--- config.mk ---
export PLATFORM = sky130hd
export DESIGN_NAME = alu_arbiter_flat
export DESIGN_NICKNAME = d
export VERILOG_FILES = /design/src/rtl/alu_arbiter_if.sv /design/src/rtl/alu_arbiter.sv /design/src/flat_wrapper.sv
export SDC_FILE = /design/constraint.sdc
export NUM_CORES = 1
export LEC_CHECK = 0
export ABC_CLOCK_PERIOD_IN_PS = 2000
export BUFFER_PORTS_ARGS = -buffer_cell sky130_fd_sc_hd__buf_2
export CORE_UTILIZATION = 30
export CTS_BUF_LIST = sky130_fd_sc_hd__clkbuf_4 sky130_fd_sc_hd__clkbuf_8 sky130_fd_sc_hd__clkbuf_16
export CTS_CLUSTER_SIZE = 20
export DETAILED_ROUTE_END_ITERATION = 8
export HOLD_SLACK_MARGIN = 0.03
export PLACE_DENSITY = 0.58
export SKIP_LAST_GASP = 1
export SYNTH_ARGS = -nofsm -noshare
export SYNTH_HDL_FRONTEND = slang
export SYNTH_SLANG_ARGS = --single-unit
export TNS_END_PERCENT = 100
--- constraint.sdc ---
create_clock -name CLK -period 2 [get_ports CLK]
set_clock_uncertainty 0.05 [all_clocks]
set_input_delay 0.1 -clock CLK [delete_from_list [all_inputs] [get_ports CLK]]
set_output_delay 0.1 -clock CLK [all_outputs]
set_load 0.005 [all_outputs]
--- src/rtl/alu_arbiter_if.sv ---
// Request, response and ALU-pin bundle for alu_arbiter.
// slave is the arbiter's view; master is the requesters, response consumer and ALU.
interface alu_arbiter_if #(
    parameter int unsigned W = 8
);
    logic [1:0]     REQ_VALID;
    logic [1:0]     REQ_READY;
    logic [2*W-1:0] REQ_OPA;
    logic [2*W-1:0] REQ_OPB;
    logic [7:0]     REQ_CMD;
    logic [1:0]     REQ_MODE;
    logic [1:0]     REQ_CIN;
    logic [3:0]     REQ_INP_VALID;

    logic           RSP_VALID;
    logic           RSP_READY;
    logic           RSP_ID;
    logic [2*W-1:0] RSP_RES;
    logic [5:0]     RSP_FLAGS;

    logic [W-1:0]   ALU_OPA;
    logic [W-1:0]   ALU_OPB;
    logic [3:0]     ALU_CMD;
    logic           ALU_MODE;
    logic           ALU_CIN;
    logic           ALU_CE;
    logic [1:0]     ALU_INP_VALID;
    logic [2*W-1:0] ALU_RES;
    logic           ALU_COUT;
    logic           ALU_OFLOW;
    logic           ALU_G;
    logic           ALU_E;
    logic           ALU_L;
    logic           ALU_ERR;

    modport slave (
        input  REQ_VALID, REQ_OPA, REQ_OPB, REQ_CMD, REQ_MODE, REQ_CIN, REQ_INP_VALID,
        output REQ_READY,
        output RSP_VALID, RSP_ID, RSP_RES, RSP_FLAGS,
        input  RSP_READY,
        output ALU_OPA, ALU_OPB, ALU_CMD, ALU_MODE, ALU_CIN, ALU_CE, ALU_INP_VALID,
        input  ALU_RES, ALU_COUT, ALU_OFLOW, ALU_G, ALU_E, ALU_L, ALU_ERR
    );

    modport master (
        output REQ_VALID, REQ_OPA, REQ_OPB, REQ_CMD, REQ_MODE, REQ_CIN, REQ_INP_VALID,
        input  REQ_READY,
        input  RSP_VALID, RSP_ID, RSP_RES, RSP_FLAGS,
        output RSP_READY,
        input  ALU_OPA, ALU_OPB, ALU_CMD, ALU_MODE, ALU_CIN, ALU_CE, ALU_INP_VALID,
        output ALU_RES, ALU_COUT, ALU_OFLOW, ALU_G, ALU_E, ALU_L, ALU_ERR
    );
endinterface

--- src/rtl/alu_arbiter.sv ---
// Two-requester arbiter/sequencer for the shared ALU; one operation in flight at a time.
// Define ALU_ARB_FIXED_PRIO_EN for fixed priority (requester 0 wins ties); default round-robin.
module alu_arbiter #(
    parameter int unsigned W       = 8,
    parameter int unsigned LAT     = 1,
    parameter int unsigned MUL_LAT = 2
) (
    input logic          CLK,
    input logic          RST,
    alu_arbiter_if.slave bus
);
    localparam int unsigned MaxLat = (MUL_LAT > LAT) ? MUL_LAT : LAT;
    localparam int unsigned CntW   = $clog2(MaxLat + 1);

    typedef enum logic [1:0] {StIdle, StIssue, StWait, StResp} state_e;

    state_e         state_q, state_d;
    logic [CntW-1:0] cnt_q, cnt_d;
    logic           id_q, id_d;
    logic [W-1:0]   opa_q, opa_d;
    logic [W-1:0]   opb_q, opb_d;
    logic [3:0]     cmd_q, cmd_d;
    logic           mode_q, mode_d;
    logic           cin_q, cin_d;
    logic           ce_q, ce_d;
    logic [1:0]     inp_valid_q, inp_valid_d;
    logic           rsp_id_q, rsp_id_d;
    logic [2*W-1:0] rsp_res_q, rsp_res_d;
    logic [5:0]     rsp_flags_q, rsp_flags_d;
    logic [1:0]     grant;
    logic           win;
    logic           is_mul;
`ifndef ALU_ARB_FIXED_PRIO_EN
    logic           last_q, last_d;
`endif

    // Grant is gated by reset so REQ_READY reads 0 while RST is held low.
    always_comb begin
        grant = 2'b00;
        if (state_q == StIdle && RST) begin
            case (bus.REQ_VALID)
                2'b01:   grant = 2'b01;
                2'b10:   grant = 2'b10;
`ifdef ALU_ARB_FIXED_PRIO_EN
                2'b11:   grant = 2'b01;
`else
                2'b11:   grant = last_q ? 2'b01 : 2'b10;
`endif
                default: grant = 2'b00;
            endcase
        end
    end

    assign win    = grant[1];
    assign is_mul = mode_q && (cmd_q == 4'd9 || cmd_q == 4'd10);

    always_comb begin
        state_d     = state_q;
        cnt_d       = cnt_q;
        id_d        = id_q;
        opa_d       = opa_q;
        opb_d       = opb_q;
        cmd_d       = cmd_q;
        mode_d      = mode_q;
        cin_d       = cin_q;
        inp_valid_d = inp_valid_q;
        ce_d        = 1'b0;
        rsp_id_d    = rsp_id_q;
        rsp_res_d   = rsp_res_q;
        rsp_flags_d = rsp_flags_q;
`ifndef ALU_ARB_FIXED_PRIO_EN
        last_d      = last_q;
`endif
        unique case (state_q)
            StIdle: begin
                // The ALU pin registers double as the latch for the granted request.
                if (grant != 2'b00) begin
                    id_d        = win;
                    opa_d       = win ? bus.REQ_OPA[2*W-1:W] : bus.REQ_OPA[W-1:0];
                    opb_d       = win ? bus.REQ_OPB[2*W-1:W] : bus.REQ_OPB[W-1:0];
                    cmd_d       = win ? bus.REQ_CMD[7:4] : bus.REQ_CMD[3:0];
                    mode_d      = bus.REQ_MODE[win];
                    cin_d       = bus.REQ_CIN[win];
                    inp_valid_d = win ? bus.REQ_INP_VALID[3:2] : bus.REQ_INP_VALID[1:0];
                    ce_d        = 1'b1;
                    state_d     = StIssue;
                end
            end
            StIssue: begin
                cnt_d   = is_mul ? CntW'(MUL_LAT) : CntW'(LAT);
                state_d = StWait;
            end
            StWait: begin
                if (cnt_q != '0) begin
                    cnt_d = cnt_q - CntW'(1);
                end
                if (cnt_q <= CntW'(1)) begin
                    rsp_id_d    = id_q;
                    rsp_res_d   = bus.ALU_RES;
                    rsp_flags_d = {bus.ALU_COUT, bus.ALU_OFLOW, bus.ALU_G,
                                   bus.ALU_E, bus.ALU_L, bus.ALU_ERR};
                    state_d     = StResp;
                end
            end
            StResp: begin
                if (bus.RSP_READY) begin
`ifndef ALU_ARB_FIXED_PRIO_EN
                    last_d  = rsp_id_q;
`endif
                    state_d = StIdle;
                end
            end
            default: state_d = StIdle;
        endcase
    end

    always_ff @(posedge CLK or negedge RST) begin
        if (!RST) begin
            state_q     <= StIdle;
            cnt_q       <= '0;
            id_q        <= 1'b0;
            opa_q       <= '0;
            opb_q       <= '0;
            cmd_q       <= '0;
            mode_q      <= 1'b0;
            cin_q       <= 1'b0;
            inp_valid_q <= '0;
            ce_q        <= 1'b0;
            rsp_id_q    <= 1'b0;
            rsp_res_q   <= '0;
            rsp_flags_q <= '0;
`ifndef ALU_ARB_FIXED_PRIO_EN
            last_q      <= 1'b1;
`endif
        end else begin
            state_q     <= state_d;
            cnt_q       <= cnt_d;
            id_q        <= id_d;
            opa_q       <= opa_d;
            opb_q       <= opb_d;
            cmd_q       <= cmd_d;
            mode_q      <= mode_d;
            cin_q       <= cin_d;
            inp_valid_q <= inp_valid_d;
            ce_q        <= ce_d;
            rsp_id_q    <= rsp_id_d;
            rsp_res_q   <= rsp_res_d;
            rsp_flags_q <= rsp_flags_d;
`ifndef ALU_ARB_FIXED_PRIO_EN
            last_q      <= last_d;
`endif
        end
    end

    assign bus.REQ_READY     = grant;
    assign bus.RSP_VALID     = (state_q == StResp);
    assign bus.RSP_ID        = rsp_id_q;
    assign bus.RSP_RES       = rsp_res_q;
    assign bus.RSP_FLAGS     = rsp_flags_q;
    assign bus.ALU_OPA       = opa_q;
    assign bus.ALU_OPB       = opb_q;
    assign bus.ALU_CMD       = cmd_q;
    assign bus.ALU_MODE      = mode_q;
    assign bus.ALU_CIN       = cin_q;
    assign bus.ALU_CE        = ce_q;
    assign bus.ALU_INP_VALID = inp_valid_q;
endmodule

--- src/flat_wrapper.sv ---
// flat-port wrapper written by rule: the top's interface ports become plain ports
module alu_arbiter_flat 
#(
    parameter int unsigned W       = 8,
    parameter int unsigned LAT     = 1,
    parameter int unsigned MUL_LAT = 2
)
  (CLK, RST, bus_REQ_VALID, bus_REQ_OPA, bus_REQ_OPB, bus_REQ_CMD, bus_REQ_MODE, bus_REQ_CIN, bus_REQ_INP_VALID, bus_REQ_READY, bus_RSP_VALID, bus_RSP_ID, bus_RSP_RES, bus_RSP_FLAGS, bus_RSP_READY, bus_ALU_OPA, bus_ALU_OPB, bus_ALU_CMD, bus_ALU_MODE, bus_ALU_CIN, bus_ALU_CE, bus_ALU_INP_VALID, bus_ALU_RES, bus_ALU_COUT, bus_ALU_OFLOW, bus_ALU_G, bus_ALU_E, bus_ALU_L, bus_ALU_ERR);
  alu_arbiter_if #(.W(W)) bus_i ();
  input logic CLK;
  input logic RST;
  input wire logic [$bits(bus_i.REQ_VALID)-1:0] bus_REQ_VALID;
  input wire logic [$bits(bus_i.REQ_OPA)-1:0] bus_REQ_OPA;
  input wire logic [$bits(bus_i.REQ_OPB)-1:0] bus_REQ_OPB;
  input wire logic [$bits(bus_i.REQ_CMD)-1:0] bus_REQ_CMD;
  input wire logic [$bits(bus_i.REQ_MODE)-1:0] bus_REQ_MODE;
  input wire logic [$bits(bus_i.REQ_CIN)-1:0] bus_REQ_CIN;
  input wire logic [$bits(bus_i.REQ_INP_VALID)-1:0] bus_REQ_INP_VALID;
  output wire logic [$bits(bus_i.REQ_READY)-1:0] bus_REQ_READY;
  output wire logic [$bits(bus_i.RSP_VALID)-1:0] bus_RSP_VALID;
  output wire logic [$bits(bus_i.RSP_ID)-1:0] bus_RSP_ID;
  output wire logic [$bits(bus_i.RSP_RES)-1:0] bus_RSP_RES;
  output wire logic [$bits(bus_i.RSP_FLAGS)-1:0] bus_RSP_FLAGS;
  input wire logic [$bits(bus_i.RSP_READY)-1:0] bus_RSP_READY;
  output wire logic [$bits(bus_i.ALU_OPA)-1:0] bus_ALU_OPA;
  output wire logic [$bits(bus_i.ALU_OPB)-1:0] bus_ALU_OPB;
  output wire logic [$bits(bus_i.ALU_CMD)-1:0] bus_ALU_CMD;
  output wire logic [$bits(bus_i.ALU_MODE)-1:0] bus_ALU_MODE;
  output wire logic [$bits(bus_i.ALU_CIN)-1:0] bus_ALU_CIN;
  output wire logic [$bits(bus_i.ALU_CE)-1:0] bus_ALU_CE;
  output wire logic [$bits(bus_i.ALU_INP_VALID)-1:0] bus_ALU_INP_VALID;
  input wire logic [$bits(bus_i.ALU_RES)-1:0] bus_ALU_RES;
  input wire logic [$bits(bus_i.ALU_COUT)-1:0] bus_ALU_COUT;
  input wire logic [$bits(bus_i.ALU_OFLOW)-1:0] bus_ALU_OFLOW;
  input wire logic [$bits(bus_i.ALU_G)-1:0] bus_ALU_G;
  input wire logic [$bits(bus_i.ALU_E)-1:0] bus_ALU_E;
  input wire logic [$bits(bus_i.ALU_L)-1:0] bus_ALU_L;
  input wire logic [$bits(bus_i.ALU_ERR)-1:0] bus_ALU_ERR;
  assign bus_i.REQ_VALID = bus_REQ_VALID;
  assign bus_i.REQ_OPA = bus_REQ_OPA;
  assign bus_i.REQ_OPB = bus_REQ_OPB;
  assign bus_i.REQ_CMD = bus_REQ_CMD;
  assign bus_i.REQ_MODE = bus_REQ_MODE;
  assign bus_i.REQ_CIN = bus_REQ_CIN;
  assign bus_i.REQ_INP_VALID = bus_REQ_INP_VALID;
  assign bus_REQ_READY = bus_i.REQ_READY;
  assign bus_RSP_VALID = bus_i.RSP_VALID;
  assign bus_RSP_ID = bus_i.RSP_ID;
  assign bus_RSP_RES = bus_i.RSP_RES;
  assign bus_RSP_FLAGS = bus_i.RSP_FLAGS;
  assign bus_i.RSP_READY = bus_RSP_READY;
  assign bus_ALU_OPA = bus_i.ALU_OPA;
  assign bus_ALU_OPB = bus_i.ALU_OPB;
  assign bus_ALU_CMD = bus_i.ALU_CMD;
  assign bus_ALU_MODE = bus_i.ALU_MODE;
  assign bus_ALU_CIN = bus_i.ALU_CIN;
  assign bus_ALU_CE = bus_i.ALU_CE;
  assign bus_ALU_INP_VALID = bus_i.ALU_INP_VALID;
  assign bus_i.ALU_RES = bus_ALU_RES;
  assign bus_i.ALU_COUT = bus_ALU_COUT;
  assign bus_i.ALU_OFLOW = bus_ALU_OFLOW;
  assign bus_i.ALU_G = bus_ALU_G;
  assign bus_i.ALU_E = bus_ALU_E;
  assign bus_i.ALU_L = bus_ALU_L;
  assign bus_i.ALU_ERR = bus_ALU_ERR;
  alu_arbiter #(.W(W), .LAT(LAT), .MUL_LAT(MUL_LAT)) u_core (.CLK(CLK), .RST(RST), .bus(bus_i));
endmodule
==> impl_metrics.csv <==
group,metric,value,unit
clock_network,clk_pin_slew,0.10,ns
timing,slew_headroom,53.1,%
timing,worstMarginPinSlew,0.704,ns
grt,grt_pass1_vias,2344,
synthesis,syn_nets,290,
floorplan,dieArea,9010,sq um
hold_path,min_path_type,"in -> reg",
layout,nFillCells,789,
timing,fmax,528,MHz
floorplan,rows,33,
grt,grt_pass1_wl,10900,um
place,dp_hpwl,4430,um
critical_path,end_kind,"primary output",
critical_path,cp_cell_sequence,"and2_4 -> or2_1 -> buf_12 -> inv_2 -> buf_2",
floorplan,die_y,94.9,um
drt,route.vias.total,2299,
grt,grtUsageTotal,15.5,%
timing,report.final.slew_viol_count,0,
floorplan,initial_core_util,31.2,%
grt,grt_antenna_before_repair,0,
floorplan,pin_count,126,
timing,grt_setup_unrepaired,"no",
place,gp_congestion,0.744,
layout,nets,459,
synthesis,yosysSeqAreaShare,52.2,%
critical_path,r2r-start,"u_core.state_q[0]",
layout,synthToLayoutAreaGrowth,50.5,%
clock_network,cts_tree,"yes",
drt,first_pass_iters,5,
run,max_cap_viol_count,0,
clock_network,cts_setup_buffers,0,
clock_network,clock_path_buffers,2,
critical_path,crit_path_start,"u_core.last_q",
place,io_buffers,125,
timing,setup_violations,0,
critical_path,endpoint,"bus_REQ_READY[1]",
critical_path,slowest_delay,0.56,ns
drt,detail_route.wl_per_cell,14.2,um
synthesis,ys_ff_latch,54,
critical_path,reg2reg_slack,0.12,ns
critical_path,worstPathMaxFanout,26,
pwr,powerDensity,1220,nW/um^2
timing,finalCriticalPeriod,1.90,ns
synthesis,synth_area,2590,sq um
critical_path,required,1.85,ns
timing,tns,0,ns
critical_path,reg2regPathDepth,6,
pwr,leakage,1.85,nW
timing,finalHoldViolCount,0,
critical_path,cpMaxStageDelayCell,"dfstp_2",
layout,drive_gt1_share,38.4,%
synthesis,syn_avg_cell_area,12.5,sq um
clock_network,worstSkewPairLatency,0.31,ns
critical_path,worstReg2RegEnd,"u_core.bus.ALU_OPA[7]",
floorplan,die_w,94.9,um
clock_network,cts_root_buffer,"clkbuf_8",
timing,hold_ws,0.0709,ns
synthesis,ys_warn_count,0,
clock_network,cts_sinks,54,
drt,drc,0,
synthesis,yosysUniqueCellTypes,31,
hold_path,hp-start,"bus_RSP_READY",
drt,drt_iter0_markers,97,
layout,diodes,0,
drt,vias_per_cell,4.76,
critical_path,setup.worst_path.start_class,"register",
drt,wl,6850,um
critical_path,path_class,"reg -> out",
grt,grt.overflow.total,0,
pwr,vdd_ir_drop_max,0.000466,V
synthesis,netlist_instances,208,
critical_path,critPathArrivalTime,1.75,ns
floorplan,coreArea,8300,sq um
timing,period_share,94.8,%
drt,ant_nets,0,
clock_network,numCtsBuffers,5,
outcome,outcome,"completed",
grt,grt_max_degree,55,
clock_network,cts_max_level,2,
-- cells in the mapped netlist --
library cell,instances,area share [%]
xor2_1,1,0.34
inv_1,5,0.72
and2b_1,2,0.58
nand2b_1,1,0.24
o2bb2ai_1,1,0.34
dfrtp_1,53,51
clkbuf_1,7,1.0
or2_1,1,0.24
o211a_1,1,0.39
nand2_1,2,0.29
ha_1,7,3.4
a221oi_1,1,0.34
nand3_2,1,0.39
a311o_1,24,9.3
o21a_1,1,0.29
a2bb2oi_1,1,0.34
nand4_1,1,0.24
nand3_1,1,0.19
dfstp_2,1,1.0
o21ai_1,3,0.58
nor3b_1,24,7.0
inv_2,2,0.29
mux2_1,25,11
nor2b_1,26,6.3
buf_2,4,0.77
a22oi_1,1,0.29
o21ai_0,2,0.39
a21oi_1,2,0.39
buf_6,4,1.7
nor2_1,2,0.29
and2_4,1,0.34
-- worst max-delay path: cells and delay by family, from the launching register on --
kind                   cells  cell delay [ns]
AND/OR/NAND/NOR            2             0.54
buffers and inverters      3             0.32
flip-flops                 1             0.56
-- power by group --
| group | switching (mW) | total (mW) | internal, mW | leakage (nW) |
|---|---|---|---|---|
| Clock | 0.389 | 0.644 | 0.255 | 0.0489 |
| Combinational | 0.968 | 2.19 | 1.23 | 1.16 |
| Sequential | 0.289 | 1.94 | 1.65 | 0.643 |
-- what timing repair did --
item,4_1_cts,5_1_grt
hold endpoints to repair,99,0
hold buffers,47,0
setup endpoints to repair,0,1
resized for setup,0,1
-- registers in the layout, summed over array words and instances (netlist names) --
name,cells
u_core.bus.ALU_CMD,4
u_core.cnt_q,2
u_core.last_q,1
u_core.bus.RSP_ID,1
u_core.bus.ALU_MODE,1
u_core.state_q,2
u_core.bus.ALU_OPA,8
u_core.bus.RSP_FLAGS,6
u_core.bus.ALU_CE,1
u_core.bus.RSP_RES,16
u_core.bus.ALU_CIN,1
u_core.bus.ALU_INP_VALID,2
u_core.id_q,1
u_core.bus.ALU_OPB,8
-- layer usage --
layer  vias up  wire [um]  track usage (%)
met2        61       3520             27.1
met3         5        316             3.14
li1       1094          -                -
met1      1139       2970             19.5
met4         0         44             3.79
met5         -          0                0
-- kinds of logic (layout without fill, tap and decap cells) --
kind of cell	count (synthesis)	in the layout	share of synthesized area, %
AND/OR/NAND/NOR	62	62	16.0
flip-flops	54	54	52.2
AO/OA/AOI/OAI	37	37	12.6
multiplexers	25	25	10.9
buffers and inverters	22	192	4.54
adder cells (fa/ha/maj)	7	7	3.38
XOR/XNOR	1	1	0.338
-- worst min-delay path by stage --
| stage | cells past startpoint | slack, ns | endpoint |
|---|---|---|---|
| global route | 3 | 0.07 | u_core.last_q |
| floorplan | 0 | -0.25 | u_core.bus.ALU_CE |
| finish | 3 | 0.07 | u_core.last_q |
| detailed placement | 2 | 0.27 | u_core.bus.RSP_RES[14] |
| CTS | 3 | 0.07 | u_core.last_q |
| global placement | 2 | 0.26 | u_core.bus.RSP_RES[3] |
-- placed cells by master, fill, tap and decap left out --
master         synthesis  layout
buf_2                  4     125
dfrtp_1               53      53
dlygate4sd3_1          0      47
nor2b_1               26      26
mux2_1                25      25
nor3b_1               24      24
a311o_1               24      24
ha_1                   7       6
inv_1                  5       5
clkbuf_8               0       5
buf_12                 0       3
inv_2                  2       2
a21oi_1                2       2
and2b_1                2       2
o21ai_1                3       2
o21ai_0                2       2
nor2_1                 2       2
nand2_1                2       2
inv_6                  0       2
buf_4                  0       2
and2_4                 1       1
nand3_2                1       1
or2_1                  1       1
nand3_1                1       1
o211a_1                1       1
xor2_1                 1       1
nand4_1                1       1
nand2b_1               1       1
o21a_1                 1       1
a22oi_1                1       1
a221oi_1               1       1
o21ai_2                0       1
o2bb2ai_1              1       1
a2bb2oi_1              1       1
ha_2                   0       1
clkinv_2               0       1
dfstp_2                1       1
-- metrics by stage --
step	total power, mW	instances	setup WS [ns]	util, %	instance area, sq um
after global routing	5.18	483	0.00437	47.0	3900
final	4.77	483	0.105	47.0	3900
after floorplan	3.20	208	0.198	-	2590
after detailed placement	4.11	428	0.140	40.2	3330
after CTS	4.84	483	0.0852	46.9	3900
after global placement	4.04	428	0.197	40.2	3330
-- area by class of cell --
type	count	area, sq um	area share [%]
Clock inverter	3	22.5	0.578
Multi-Input combinational cell	132	1130	28.9
Sequential cell	54	1350	34.7
Tap cell	105	131	3.37
Clock buffer	5	68.8	1.77
Timing Repair Buffer	177	1170	30.0
Inverter	7	26.3	0.674
(Power assumes the default switching activity.)
